**src/rtl/nibble_alu_arbiter_pkg.sv**
```systemverilog
// Shared definitions for the nibble ALU arbiter slice.
//   - ALU opcode constants seen on op0/op1/alu_op
//   - FSM state encoding used by the arbiter top
package nibble_alu_pkg;

  localparam logic [1:0] OP_ADD = 2'b00;
  localparam logic [1:0] OP_SUB = 2'b01;
  localparam logic [1:0] OP_AND = 2'b10;
  localparam logic [1:0] OP_OR  = 2'b11;

  typedef enum logic [1:0] {
    IDLE = 2'd0,
    WAIT = 2'd1,
    DONE = 2'd2
  } state_t;

endpackage

```
**src/rtl/nibble_alu_arbiter_if.sv**
```systemverilog
// Bus bundle between two ALU clients, the arbiter and the shared external ALU.
//   client 0 : req0, a0, b0, op0      client 1 : req1, a1, b1, op1
//   result   : done0, done1, res_s, res_cout, res_id, busy
//   ALU side : alu_a, alu_b, alu_op (to ALU), alu_s, alu_cout (from ALU)
// Modports:
//   slave  - the arbiter (consumes requests and ALU result, drives the rest)
//   master - the environment (clients plus the ALU instance)
interface nibble_alu_arbiter_if;

  logic       req0;
  logic [3:0] a0;
  logic [3:0] b0;
  logic [1:0] op0;
  logic       req1;
  logic [3:0] a1;
  logic [3:0] b1;
  logic [1:0] op1;

  logic       done0;
  logic       done1;
  logic [3:0] res_s;
  logic       res_cout;
  logic       res_id;
  logic       busy;

  logic [3:0] alu_a;
  logic [3:0] alu_b;
  logic [1:0] alu_op;
  logic [3:0] alu_s;
  logic       alu_cout;

  modport slave (
    input  req0, a0, b0, op0, req1, a1, b1, op1, alu_s, alu_cout,
    output done0, done1, res_s, res_cout, res_id, busy, alu_a, alu_b, alu_op
  );

  modport master (
    output req0, a0, b0, op0, req1, a1, b1, op1, alu_s, alu_cout,
    input  done0, done1, res_s, res_cout, res_id, busy, alu_a, alu_b, alu_op
  );

endinterface

```
**src/rtl/nibble_alu_arbiter_rr_arb2.sv**
```systemverilog
// Combinational two-way round-robin pick.
//   req0, req1 : requests
//   last       : client granted most recently
//   gnt_valid  : at least one request present
//   gnt_id     : chosen client (the one that is not last when both request)
module rr_arb2 (
  input  logic req0,
  input  logic req1,
  input  logic last,
  output logic gnt_valid,
  output logic gnt_id
);

  assign gnt_valid = req0 | req1;
  assign gnt_id    = (req0 & req1) ? ~last : req1;

endmodule

```
**src/rtl/nibble_alu_arbiter.sv**
```systemverilog
// Shares one external multi-cycle 4-bit ALU between two clients.
// A granted client's operands are latched onto alu_a/alu_b/alu_op and held,
// the ALU result is captured after ALU_LAT cycles and returned on res_* with
// a one-cycle done pulse for the owning client.
//   clk, rst : clock (rising edge), asynchronous active-high reset
//   bus      : nibble_alu_arbiter_if.slave (clients, result bus, ALU side)
module nibble_alu_arbiter
  import nibble_alu_pkg::*;
#(
  parameter int unsigned ALU_LAT = 3
) (
  input  logic                        clk,
  input  logic                        rst,
  nibble_alu_arbiter_if.slave         bus
);

  localparam logic [3:0] CNT_LAST = 4'(ALU_LAT - 1);

  state_t     state;
  logic [3:0] cnt;
  logic       last;
  logic       gnt_id;
  logic       pick_valid;
  logic       pick_id;

  rr_arb2 u_rr_arb2 (
    .req0      (bus.req0),
    .req1      (bus.req1),
    .last      (last),
    .gnt_valid (pick_valid),
    .gnt_id    (pick_id)
  );

  assign bus.busy = (state != IDLE);

  always_ff @(posedge clk or posedge rst) begin
    if (rst) begin
      state        <= IDLE;
      cnt          <= '0;
      last         <= 1'b1;
      gnt_id       <= 1'b0;
      bus.alu_a    <= '0;
      bus.alu_b    <= '0;
      bus.alu_op   <= '0;
      bus.res_s    <= '0;
      bus.res_cout <= 1'b0;
      bus.res_id   <= 1'b0;
      bus.done0    <= 1'b0;
      bus.done1    <= 1'b0;
    end else begin
      bus.done0 <= 1'b0;
      bus.done1 <= 1'b0;
      case (state)
        IDLE: begin
          if (pick_valid) begin
            bus.alu_a  <= pick_id ? bus.a1  : bus.a0;
            bus.alu_b  <= pick_id ? bus.b1  : bus.b0;
            bus.alu_op <= pick_id ? bus.op1 : bus.op0;
            gnt_id     <= pick_id;
            last       <= pick_id;
            cnt        <= '0;
            state      <= WAIT;
          end
        end
        WAIT: begin
          cnt <= cnt + 4'd1;
          // Capture and raise done on the same edge so the pulse and the
          // result appear together in the DONE cycle.
          if (cnt == CNT_LAST) begin
            bus.res_s    <= bus.alu_s;
            bus.res_cout <= bus.alu_cout;
            bus.res_id   <= gnt_id;
            bus.done0    <= ~gnt_id;
            bus.done1    <= gnt_id;
            state        <= DONE;
          end
        end
        DONE: begin
          state <= IDLE;
        end
        default: begin
          state <= IDLE;
        end
      endcase
    end
  end

endmodule

```
**src/flat_wrapper.sv**
```systemverilog
// flat-port wrapper written by rule: the top's interface ports become plain ports
module nibble_alu_arbiter_flat import nibble_alu_pkg::*;
#(
  parameter int unsigned ALU_LAT = 3
)
  (clk, rst, bus_req0, bus_a0, bus_b0, bus_op0, bus_req1, bus_a1, bus_b1, bus_op1, bus_alu_s, bus_alu_cout, bus_done0, bus_done1, bus_res_s, bus_res_cout, bus_res_id, bus_busy, bus_alu_a, bus_alu_b, bus_alu_op);
  nibble_alu_arbiter_if bus_i ();
  input  logic clk;
  input  logic rst;
  input wire logic [$bits(bus_i.req0)-1:0] bus_req0;
  input wire logic [$bits(bus_i.a0)-1:0] bus_a0;
  input wire logic [$bits(bus_i.b0)-1:0] bus_b0;
  input wire logic [$bits(bus_i.op0)-1:0] bus_op0;
  input wire logic [$bits(bus_i.req1)-1:0] bus_req1;
  input wire logic [$bits(bus_i.a1)-1:0] bus_a1;
  input wire logic [$bits(bus_i.b1)-1:0] bus_b1;
  input wire logic [$bits(bus_i.op1)-1:0] bus_op1;
  input wire logic [$bits(bus_i.alu_s)-1:0] bus_alu_s;
  input wire logic [$bits(bus_i.alu_cout)-1:0] bus_alu_cout;
  output wire logic [$bits(bus_i.done0)-1:0] bus_done0;
  output wire logic [$bits(bus_i.done1)-1:0] bus_done1;
  output wire logic [$bits(bus_i.res_s)-1:0] bus_res_s;
  output wire logic [$bits(bus_i.res_cout)-1:0] bus_res_cout;
  output wire logic [$bits(bus_i.res_id)-1:0] bus_res_id;
  output wire logic [$bits(bus_i.busy)-1:0] bus_busy;
  output wire logic [$bits(bus_i.alu_a)-1:0] bus_alu_a;
  output wire logic [$bits(bus_i.alu_b)-1:0] bus_alu_b;
  output wire logic [$bits(bus_i.alu_op)-1:0] bus_alu_op;
  assign bus_i.req0 = bus_req0;
  assign bus_i.a0 = bus_a0;
  assign bus_i.b0 = bus_b0;
  assign bus_i.op0 = bus_op0;
  assign bus_i.req1 = bus_req1;
  assign bus_i.a1 = bus_a1;
  assign bus_i.b1 = bus_b1;
  assign bus_i.op1 = bus_op1;
  assign bus_i.alu_s = bus_alu_s;
  assign bus_i.alu_cout = bus_alu_cout;
  assign bus_done0 = bus_i.done0;
  assign bus_done1 = bus_i.done1;
  assign bus_res_s = bus_i.res_s;
  assign bus_res_cout = bus_i.res_cout;
  assign bus_res_id = bus_i.res_id;
  assign bus_busy = bus_i.busy;
  assign bus_alu_a = bus_i.alu_a;
  assign bus_alu_b = bus_i.alu_b;
  assign bus_alu_op = bus_i.alu_op;
  nibble_alu_arbiter #(.ALU_LAT(ALU_LAT)) u_core (.clk(clk), .rst(rst), .bus(bus_i));
endmodule
```
**config.mk**
```make
export PLATFORM = sky130hd
export DESIGN_NAME = nibble_alu_arbiter_flat
export DESIGN_NICKNAME = d
export VERILOG_FILES = /design/src/rtl/nibble_alu_arbiter_pkg.sv /design/src/rtl/nibble_alu_arbiter_if.sv /design/src/rtl/nibble_alu_arbiter_rr_arb2.sv /design/src/rtl/nibble_alu_arbiter.sv /design/src/flat_wrapper.sv
export SDC_FILE = /design/constraint.sdc
export NUM_CORES = 1
export LEC_CHECK = 0
export BUFFER_PORTS_ARGS = -buffer_cell sky130_fd_sc_hd__buf_2
export CAP_MARGIN = 20
export CELL_PAD_IN_SITES_DETAIL_PLACEMENT = 0
export CELL_PAD_IN_SITES_GLOBAL_PLACEMENT = 2
export CORE_MARGIN = 2
export CORE_UTILIZATION = 32
export CTS_BUF_LIST = sky130_fd_sc_hd__clkbuf_4 sky130_fd_sc_hd__clkbuf_8
export CTS_CLUSTER_DIAMETER = 200
export DETAILED_ROUTE_END_ITERATION = 10
export HOLD_SLACK_MARGIN = 0.08
export PLACE_DENSITY = 0.91
export SYNTH_ARGS = -nofsm -noshare
export SYNTH_HDL_FRONTEND = slang
export SYNTH_HIERARCHICAL = 1
export SYNTH_SLANG_ARGS = --single-unit
```
**constraint.sdc**
```tcl
create_clock -name clk -period 4.4 [get_ports clk]
set_input_delay 0.66 -clock clk [delete_from_list [all_inputs] [get_ports clk]]
set_output_delay 0.66 -clock clk [all_outputs]
set_load 0.02 [all_outputs]
```
==> results of run 1 <==
-- critical path, stage by stage (launching register included) --
cell and delay, ps:
dfrtp_1 480, or2_2 300, buf_2 160
-- stage by stage --
step	cells	total power [mW]	area, µm²	setup slack, ps	util (%)
global placement	187	0.868	1430	2150	42.1
global route	193	1.13	1520	2400	44.8
detailed placement	187	0.883	1430	2030	42.1
finish	193	1.04	1520	2480	44.8
floorplan	97	0.746	1150	2800	-
CTS	191	1.05	1480	2390	43.7
-- cell families (layout without fill, tap and decap cells) --
| logic type | Yosys count | in the layout |
|---|---|---|
| AOI/OAI and AO/OA | 18 | 18 |
| and+or+nand+nor | 25 | 25 |
| DFF | 26 | 26 |
| buffers and inverters | 8 | 58 |
| adders and majority gates | 2 | 2 |
| muxes | 18 | 18 |
-- state kept, by name, indices dropped and copies added, names as in the netlist --
register / cells
u_core/state: 2
u_core/bus.done1: 1
u_core/last: 1
u_core/bus.res_id: 1
u_core/bus.alu_op: 2
u_core/bus.res_cout: 1
u_core/bus.done0: 1
u_core/cnt: 4
u_core/bus.res_s: 4
u_core/gnt_id: 1
u_core/bus.alu_b: 4
u_core/bus.alu_a: 4
-- final cells by class --
class                      count  area (µm²)  share of cell area, %
sequential                    26         652                   42.9
multi-input combinational     63         460                   30.3
timing repair buffer          50         282                   18.5
tap                           46        57.6                   3.79
clock inverter                 1        30.0                   1.98
clock buffer                   3        22.5                   1.48
inverter                       4        15.0                  0.988
-- layer usage --
metal / global-route usage, % / vias up / wire length, µm
met3: 3.17 / 4 / 183
met2: 20.7 / 42 / 1080
li1: - / 434 / -
met5: 0 / - / 0
met4: 4.89 / 0 / 27
met1: 16.4 / 396 / 1010
-- cells in the final DEF (no fill, tap or decap), types with 2 or more instances in the layout --
cell type / instances
dfrtp_1: 25
a21oi_1: 11
buf_2: 47
nor2_1: 12
o21ai_0: 3
inv_1: 4
nand3_1: 2
nand2_1: 4
clkbuf_4: 3
mux2i_1: 11
ha_1: 2
nand2b_1: 3
mux2_4: 6
-- worst max path at each step --
stage	endpoint	from	slack, ps
after detailed placement	u_core/last$_DFFE_PP1P_	bus_req0	2030
after floorplan	u_core/bus.alu_a[0]$_DFFE_PP0P_	bus_req1	2800
after global placement	u_core/last$_DFFE_PP1P_	bus_req0	2150
final	bus_busy	u_core/state[0]$_DFFE_PP0P_	2480
after global routing	bus_busy	u_core/state[0]$_DFFE_PP0P_	2400
after CTS	u_core/last$_DFFE_PP1P_	bus_req0	2390
-- power by group --
group / switching, mW / leakage, nW / internal, mW
sequential: 0.0748 / 0.305 / 0.351
clock: 0.0720 / 0.0279 / 0.0922
combinational: 0.249 / 0.438 / 0.203
==> results by group, run 1 <==
Synthesis
  – Largest family of logic cells by synthesized area: multiplexers
  – Cells after Synth: 97
  – Post-synthesis adder-cell area fraction: 2.17%
  – Mapped cell area: 0.00115 mm²
  – Post-synthesis async set-or-reset flop share: 100%
  – Syn_nets: 128
  – Yosys warns: 6
  – Post-synth top area share: 54.2%
  – Synth top area cells: dfrtp_1, mux2i_1, mux2_4
  – Simple-gate portion of the synthesized area: 10.5%
  – EDFF count, synth: 0
  – Synth area leader: dfrtp_1
  – Sequential area share after synthesis: 56.5%
  – Post-synthesis mux area share: 18.3%
  – Post-Synth XOR/XNOR Area: 0%
  – Avg Inst Size Synth: 11.9 µm²
  – Synth Flop Type: dfrtp_1
  – Top cells by count, synth: dfrtp_1, nor2_1, a21oi_1, mux2i_1, mux2_4
  – Synthesis-stage register bit count: 26
  – Compound-gate portion of the synthesized area: 8.89%
  – Top-count cell post-synth: dfrtp_1
  – Cell variety after synth: 23

Route
  – DR vias: 876
  – Routed length per instance: 11.9 µm
  – Post-DRT Antenna Nets: 0
  – DR iter-0 viols: 9
  – Residual DRC count: 0
  – Drt pass-1 iters: 4
  – Via-per-instance ratio: 4.54
  – Final WL: 2300 µm

Timing
  – Final setup viols: 0
  – Fmax: 521 MHz
  – Slew margin rel.: 67.2%
  – Final min period: 1920 ps
  – Layout Skew: 3.28 ps
  – Setup tns final: 0 ps
  – Fin crit share: 43.7%
  – RSZ-0062 raised after global routing: false
  – Actual slew at the worst max-slew pin: 491 ps
  – Final slew viol count: 0
  – Final hold vios: 0
  – Worst hold slack: 232 ps

GRT
  – Pin count of the biggest net entering global routing: 27
  – Total Routing Usage GR: 12.8%
  – Number of global-route vias before repair: 907
  – Grt total ovfl: 0
  – First-pass GRT wire length: 4080 µm
  – Initial antenna violation count: 0

Place
  – Routability cong.: 0.613
  – Placed wire-length estimate: 1680 µm
  – I/O Buffers: 47

Setup path
  – R2r setup slk: 2700 ps
  – Crit Path Category: reg -> out
  – CP max FO: 7
  – Critical Path RT: 3740 ps
  – CP Capture Type: output pin
  – Critical path arrival: 1260 ps
  – Startpoint types: flop
  – R2R Path End: u_core/bus.res_cout$_DFFE_PP0P_
  – FF-to-FF Start: u_core/cnt[0]$_DFFE_PP0P_
  – Worst R2R Path Depth: 5

Floorplanning
  – Die ar.: 0.00410 mm²
  – Chip height: 64.0 µm
  – Core ar.: 0.00339 mm²
  – Initial Utilization: 34.0%
  – I/O pins: 48
  – Chip Width: 64.0 µm
  – Row cnt: 21

Power and ir drop
  – Pwr/cell area: 687 mW/mm²
  – Max VDD drop: 0.223 mV
  – P_leak: 0.771 nW

Layout
  – Fraction of layout cells with a size suffix above 1: 43.5%
  – Nets: 179
  – Antenna Cells: 0
  – Area growth, synth to finish: 31.7%
  – Fillers: 330

Clock tree
  – Cts repair resizes: 0
  – Total CTS buffers: 3
  – Setup Fix Bufs, Post-CTS: 0
  – Clk Latency, worst-skew pair: 320 ps
  – CTS tree: yes
  – CTS sink cnt: 26
  – # hold bufs at CTS: 0
  – Max Root-Sink Buffers: 2
  – Root Driver: clkbuf_4
  – CTS H-tree lvls: 1
  – Clk slew on worst S/H paths: 140 ps

Outcome
  – Status: complete, no violations

Job
  – Max Cap Viol: 0

Min path
  – Worst Hold Class: in -> async
Note: power is estimated with default switching activity, not from simulation.
==> run 2, diff against run 1 <==
- CORE_UTILIZATION: 32 -> 27
- PLACE_DENSITY: 0.91 -> 0.82
- clock period: 4.4 -> 1.7 ns (I/O delays scaled with it)
==> run 2 against run 1 <==
  * Clock power is 120% higher
  * Sequential cell count did not move
  * Non-clock buffer count increased by 3
  * Final area up 0.66%
  * Register-to-register slack got worse by 2500 ps
  * Via count grew 0.68%
  * Hold slack got worse by 15 ps
  * Cell count up 3.6%
  * Critical endpoint is now u_core/bus.res_id$_DFFE_PP0P_
  * Largest cell class unchanged
==> results by group, run 2 (synthesized netlist as in run 1, its figures left out) <==
Layout
  – Fin area: 0.00153 mm²
  – Area growth, synth to finish: 32.5%
  – Commonest non-fill, non-tap cell in the layout: buf_2
  – Nets: 182
  – Antenna Cells: 0
  – Fraction of layout cells with a size suffix above 1: 45.3%
  – Commonest cells after routing, fill and taps aside: buf_2, dfrtp_1, nor2_1
  – Final non-filler cell total: 200

Timing
  – Final slew viol count: 0
  – RSZ-0062 raised after global routing: false
  – Setup tns final: 0 ps
  – Fin crit share: 89.2%
  – Fmax: 660 MHz
  – Layout Skew: 6.44 ps
  – Actual slew at the worst max-slew pin: 392 ps
  – Final setup viols: 0
  – Worst hold slack: 217 ps
  – Final min period: 1520 ps
  – Final hold vios: 0
  – Slew margin rel.: 73.8%

Route
  – Drt pass-1 iters: 4
  – Post-DRT Antenna Nets: 0
  – DR iter-0 viols: 29
  – Routed length per instance: 11.9 µm
  – Final WL: 2380 µm
  – Via-per-instance ratio: 4.41
  – DR vias: 882
  – Residual DRC count: 0

GRT
  – Initial antenna violation count: 0
  – Grt total ovfl: 0
  – Pin count of the biggest net entering global routing: 27
  – First-pass GRT wire length: 4040 µm
  – Number of global-route vias before repair: 923
  – Total Routing Usage GR: 10.2%

Place
  – Placed wire-length estimate: 1760 µm
  – Routability cong.: 0.714
  – Inst Count DP: 194
  – I/O Buffers: 47
  – Area post-placement: 0.00146 mm²

Floorplanning
  – Die ar.: 0.00481 mm²
  – Chip height: 69.4 µm
  – Core ar.: 0.00406 mm²
  – I/O pins: 48
  – Initial Utilization: 28.4%
  – Row cnt: 23
  – Chip Width: 69.4 µm

Setup path
  – Crit Path Category: reg -> reg
  – Worst R2R Path Depth: 5
  – Critical path arrival: 1670 ps
  – CP Capture Type: flop
  – CP max FO: 9
  – Critical Path RT: 1860 ps
  – Startpoint types: flop

Clock tree
  – Max Root-Sink Buffers: 2
  – Clk slew on worst S/H paths: 90 ps
  – CTS tree: yes
  – CTS H-tree lvls: 1
  – Total CTS buffers: 3
  – Root Driver: clkbuf_8
  – CTS sink cnt: 26
  – Clk Latency, worst-skew pair: 260 ps

Power and ir drop
  – Max VDD drop: 0.697 mV
  – Pwr/cell area: 1740 mW/mm²
  – P_leak: 0.777 nW

Outcome
  – Status: complete, no violations

Min path
  – Worst Hold Class: in -> reg
  – Hold Path Depth: 2

Job
  – Max Cap Viol: 0
[run 2: layout make-up]
| type | instances | area [µm²] |
|---|---|---|
| Fill cell | 430 | 2530 |
| Sequential cell | 26 | 652 |
| Multi-Input combinational cell | 63 | 468 |
| Timing Repair Buffer | 53 | 283 |
| Tap cell | 50 | 62.6 |
| Clock buffer | 4 | 48.8 |
| Inverter | 4 | 15.0 |
[run 2: metal layers]
| layer | track usage, % | vias up | part of all wire, % | wire length, µm |
|---|---|---|---|---|
| met1 | 12.4 | 407 | 44 | 1040 |
| met5 | 0 | - | 0 | 0 |
| li1 | - | 434 | - | - |
| met2 | 16.7 | 41 | 46 | 1090 |
| met3 | 4.94 | 0 | 11 | 250 |
| met4 | 1.31 | 0 | 0 | 0 |
[run 2: timing repair]
item | 4_1_cts | 5_1_grt
hold endpoints to repair | 25 | 0
endpoints found under the setup margin | 6 | 6
gates resized for setup | 1 | 1
hold buffers | 1 | 0
gates cloned | 0 | 0
buffers inserted | 0 | 1
[run 2: critical path, cell delays in order, from the launching register on]
cell	delay, ps
dfrtp_1	430
inv_1	80
ha_1	140
nor3b_2	220
nand2b_2	210
mux2_4	340
[run 2: worst paths after layout]
check                                          start                               to  slack [ps]
max                        u_core/cnt[0]$_DFFE_PP0P_    u_core/bus.res_id$_DFFE_PP0P_         180
min                                     bus_alu_s[3]  u_core/bus.res_s[3]$_DFFE_PP0P_         220
max reg2reg                u_core/cnt[0]$_DFFE_PP0P_    u_core/bus.res_id$_DFFE_PP0P_         180
min reg2reg                u_core/gnt_id$_DFFE_PP0P_       u_core/bus.done0$_DFF_PP0_         470
max in group asynchronous                        rst          u_core/last$_DFFE_PP1P_         820
min in group asynchronous                        rst  u_core/bus.res_s[3]$_DFFE_PP0P_         580
[run 2: metrics by stage]
stage	power, mW	util [%]	setup WS, ps
2_1_floorplan	1.93	-	268
3_3_place_gp	2.27	35.9	55.0
3_5_place_dp	2.29	35.9	18.6
4_1_cts	2.69	37.4	15.3
5_1_grt	2.88	37.7	99.7
6_report	2.66	37.7	184
[run 2: report_power, final]
part           internal (mW)  switching, mW
logic                  0.543          0.650
registers              0.912          0.197
clock network          0.183          0.178
==> run 3, diff against run 2 <==
--- a/config.mk
+++ b/config.mk
@@ -7,5 +7,5 @@
 export LEC_CHECK = 0
 export BUFFER_PORTS_ARGS = -buffer_cell sky130_fd_sc_hd__buf_2
-export CAP_MARGIN = 20
+export CAP_MARGIN = 0
 export CELL_PAD_IN_SITES_DETAIL_PLACEMENT = 0
 export CELL_PAD_IN_SITES_GLOBAL_PLACEMENT = 2
==> constraint.sdc (replaced) <==
create_clock -name clk -period 1.7 [get_ports clk]
set_input_delay 0.34 -clock clk [delete_from_list [all_inputs] [get_ports clk]]
set_output_delay 0.34 -clock clk [all_outputs]
set_load 0.02 [all_outputs]
==> run 3 against run 2 <==
  * Utilization down 0.28 points
  * First-iteration DRC count is 6.9% lower
  * Count of clock-buffer cells in the layout unchanged
  * Highest routed layer is now met4
  * Non-clock buffer count is 2 lower
  * Largest cell class unchanged
  * Clock power up 8.8%
==> results by group, run 3 (synthesized netlist as in run 1, its figures left out) <==
Timing
  – Actual slew at the worst max-slew pin: 363 ps
  – Final setup viols: 0
  – Fmax: 656 MHz
  – Final hold vios: 0
  – Fin crit share: 89.7%
  – Final min period: 1530 ps
  – RSZ-0062 raised after global routing: false
  – Final slew viol count: 0
  – Setup tns final: 0 ps
  – Slew margin rel.: 75.8%
  – Layout Skew: 6.12 ps
  – Worst hold slack: 111 ps

Layout
  – Commonest non-fill, non-tap cell in the layout: buf_2
  – Nets: 180
  – Final core utilization: 37.4%
  – Area growth, synth to finish: 31.6%
  – Commonest cells after routing, fill and taps aside: buf_2, dfrtp_1, nor2_1
  – Fraction of layout cells with a size suffix above 1: 45.3%
  – Fillers: 397
  – Antenna Cells: 0

Place
  – Routability cong.: 0.713
  – I/O Buffers: 47
  – Placed wire-length estimate: 1740 µm

Setup path
  – CP Capture Type: flop
  – Crit-path slowest cell: dfrtp_1
  – CP max FO: 9
  – Crit-path cells: inv_1, ha_1, nor3b_2, nand2b_2, mux2_4
  – Critical path arrival: 1680 ps
  – R2r setup slk: 170 ps
  – Startpoint types: flop
  – CP bufs+invs: 1
  – Crit Path Category: reg -> reg
  – Crit path max-delay family: simple AND/OR/NAND/NOR gates
  – Critical Path RT: 1860 ps
  – Slowest Stage Delay on Critical Path: 430 ps

Outcome
  – Status: complete, no violations

Clock tree
  – Max Root-Sink Buffers: 2
  – CTS H-tree lvls: 1
  – CTS tree: yes
  – Root Driver: clkbuf_8
  – Total CTS buffers: 3
  – Clk Latency, worst-skew pair: 270 ps
  – Clk slew on worst S/H paths: 90 ps
  – # hold bufs at CTS: 0
  – CTS sink cnt: 26

Floorplanning
  – Initial Utilization: 28.4%
  – Row cnt: 23
  – I/O pins: 48
  – Chip height: 69.4 µm
  – Chip Width: 69.4 µm
  – Core ar.: 0.00406 mm²
  – Die ar.: 0.00481 mm²

Route
  – Post-DRT Antenna Nets: 0
  – Drt pass-1 iters: 4
  – Final WL: 2320 µm
  – DR vias: 874
  – DR iter-0 viols: 27
  – Residual DRC count: 0
  – Routed length per instance: 11.7 µm
  – Via-per-instance ratio: 4.41

GRT
  – Number of global-route vias before repair: 930
  – Total Routing Usage GR: 10.2%
  – Pin count of the biggest net entering global routing: 27
  – First-pass GRT wire length: 4060 µm
  – Initial antenna violation count: 0
  – Grt total ovfl: 0

Job
  – Max Cap Viol: 0

Power and ir drop
  – Max VDD drop: 0.613 mV
  – Pwr/cell area: 1760 mW/mm²
  – P_leak: 0.771 nW

Min path
  – Worst Hold Class: in -> async
run 3: report_power, final:
| group | switching [mW] | internal (mW) |
|---|---|---|
| clock | 0.187 | 0.207 |
| combinational | 0.652 | 0.531 |
| sequential | 0.188 | 0.912 |
| total | 1.03 | 1.65 |
run 3: path summary, 6_finish.rpt:
check | start | end | cells after the start
max in group asynchronous | rst | u_core/last$_DFFE_PP1P_ | 3
min reg2reg | u_core/gnt_id$_DFFE_PP0P_ | u_core/bus.done0$_DFF_PP0_ | 1
max reg2reg | u_core/cnt[0]$_DFFE_PP0P_ | u_core/bus.res_cout$_DFFE_PP0P_ | 5
min | rst | u_core/bus.alu_b[3]$_DFFE_PP0P_ | 3
max | u_core/cnt[0]$_DFFE_PP0P_ | u_core/bus.res_cout$_DFFE_PP0P_ | 5
min in group clk | bus_alu_s[1] | u_core/bus.res_s[1]$_DFFE_PP0P_ | 2
run 3: final cells by class:
cell class	instances	area, µm²	share of cell area [%]
Sequential cell	26	652	43.0
Multi-Input combinational cell	63	468	30.8
Timing Repair Buffer	51	265	17.5
Tap cell	50	62.6	4.12
Clock buffer	4	55.1	3.63
Inverter	4	15.0	0.989
run 3: what timing repair did:
action                     CTS  global route
setup buffers                0             0
setup endpoints to repair    2             6
cloned                       0             0
gates resized for setup      1             1
hold endpoints to repair     0             0
run 3: per-layer routing:
metal / GRT usage (%) / wire, µm / vias to the layer above
li1: - / - / 435
met1: 13.6 / 1050 / 399
met3: 3.92 / 222 / 4
met4: 1.96 / 19 / 0
met5: 0 / 0 / -
met2: 15.9 / 1030 / 36
run 3: worst min-delay path, stage by stage:
cell   delay [ps]
buf_2          90
inv_1          40
buf_4         310
run 3: stage by stage:
| step | std cells | setup slack, ps | power (mW) | instance area [µm²] |
|---|---|---|---|---|
| final | 198 | 175 | 2.68 | 1520 |
| after global routing | 198 | 79.7 | 2.89 | 1520 |
| after CTS | 198 | 73.5 | 2.71 | 1510 |
| after detailed placement | 194 | 20.1 | 2.29 | 1460 |
| after global placement | 194 | 52.2 | 2.27 | 1460 |
| after floorplan | 97 | 268 | 1.93 | 1150 |
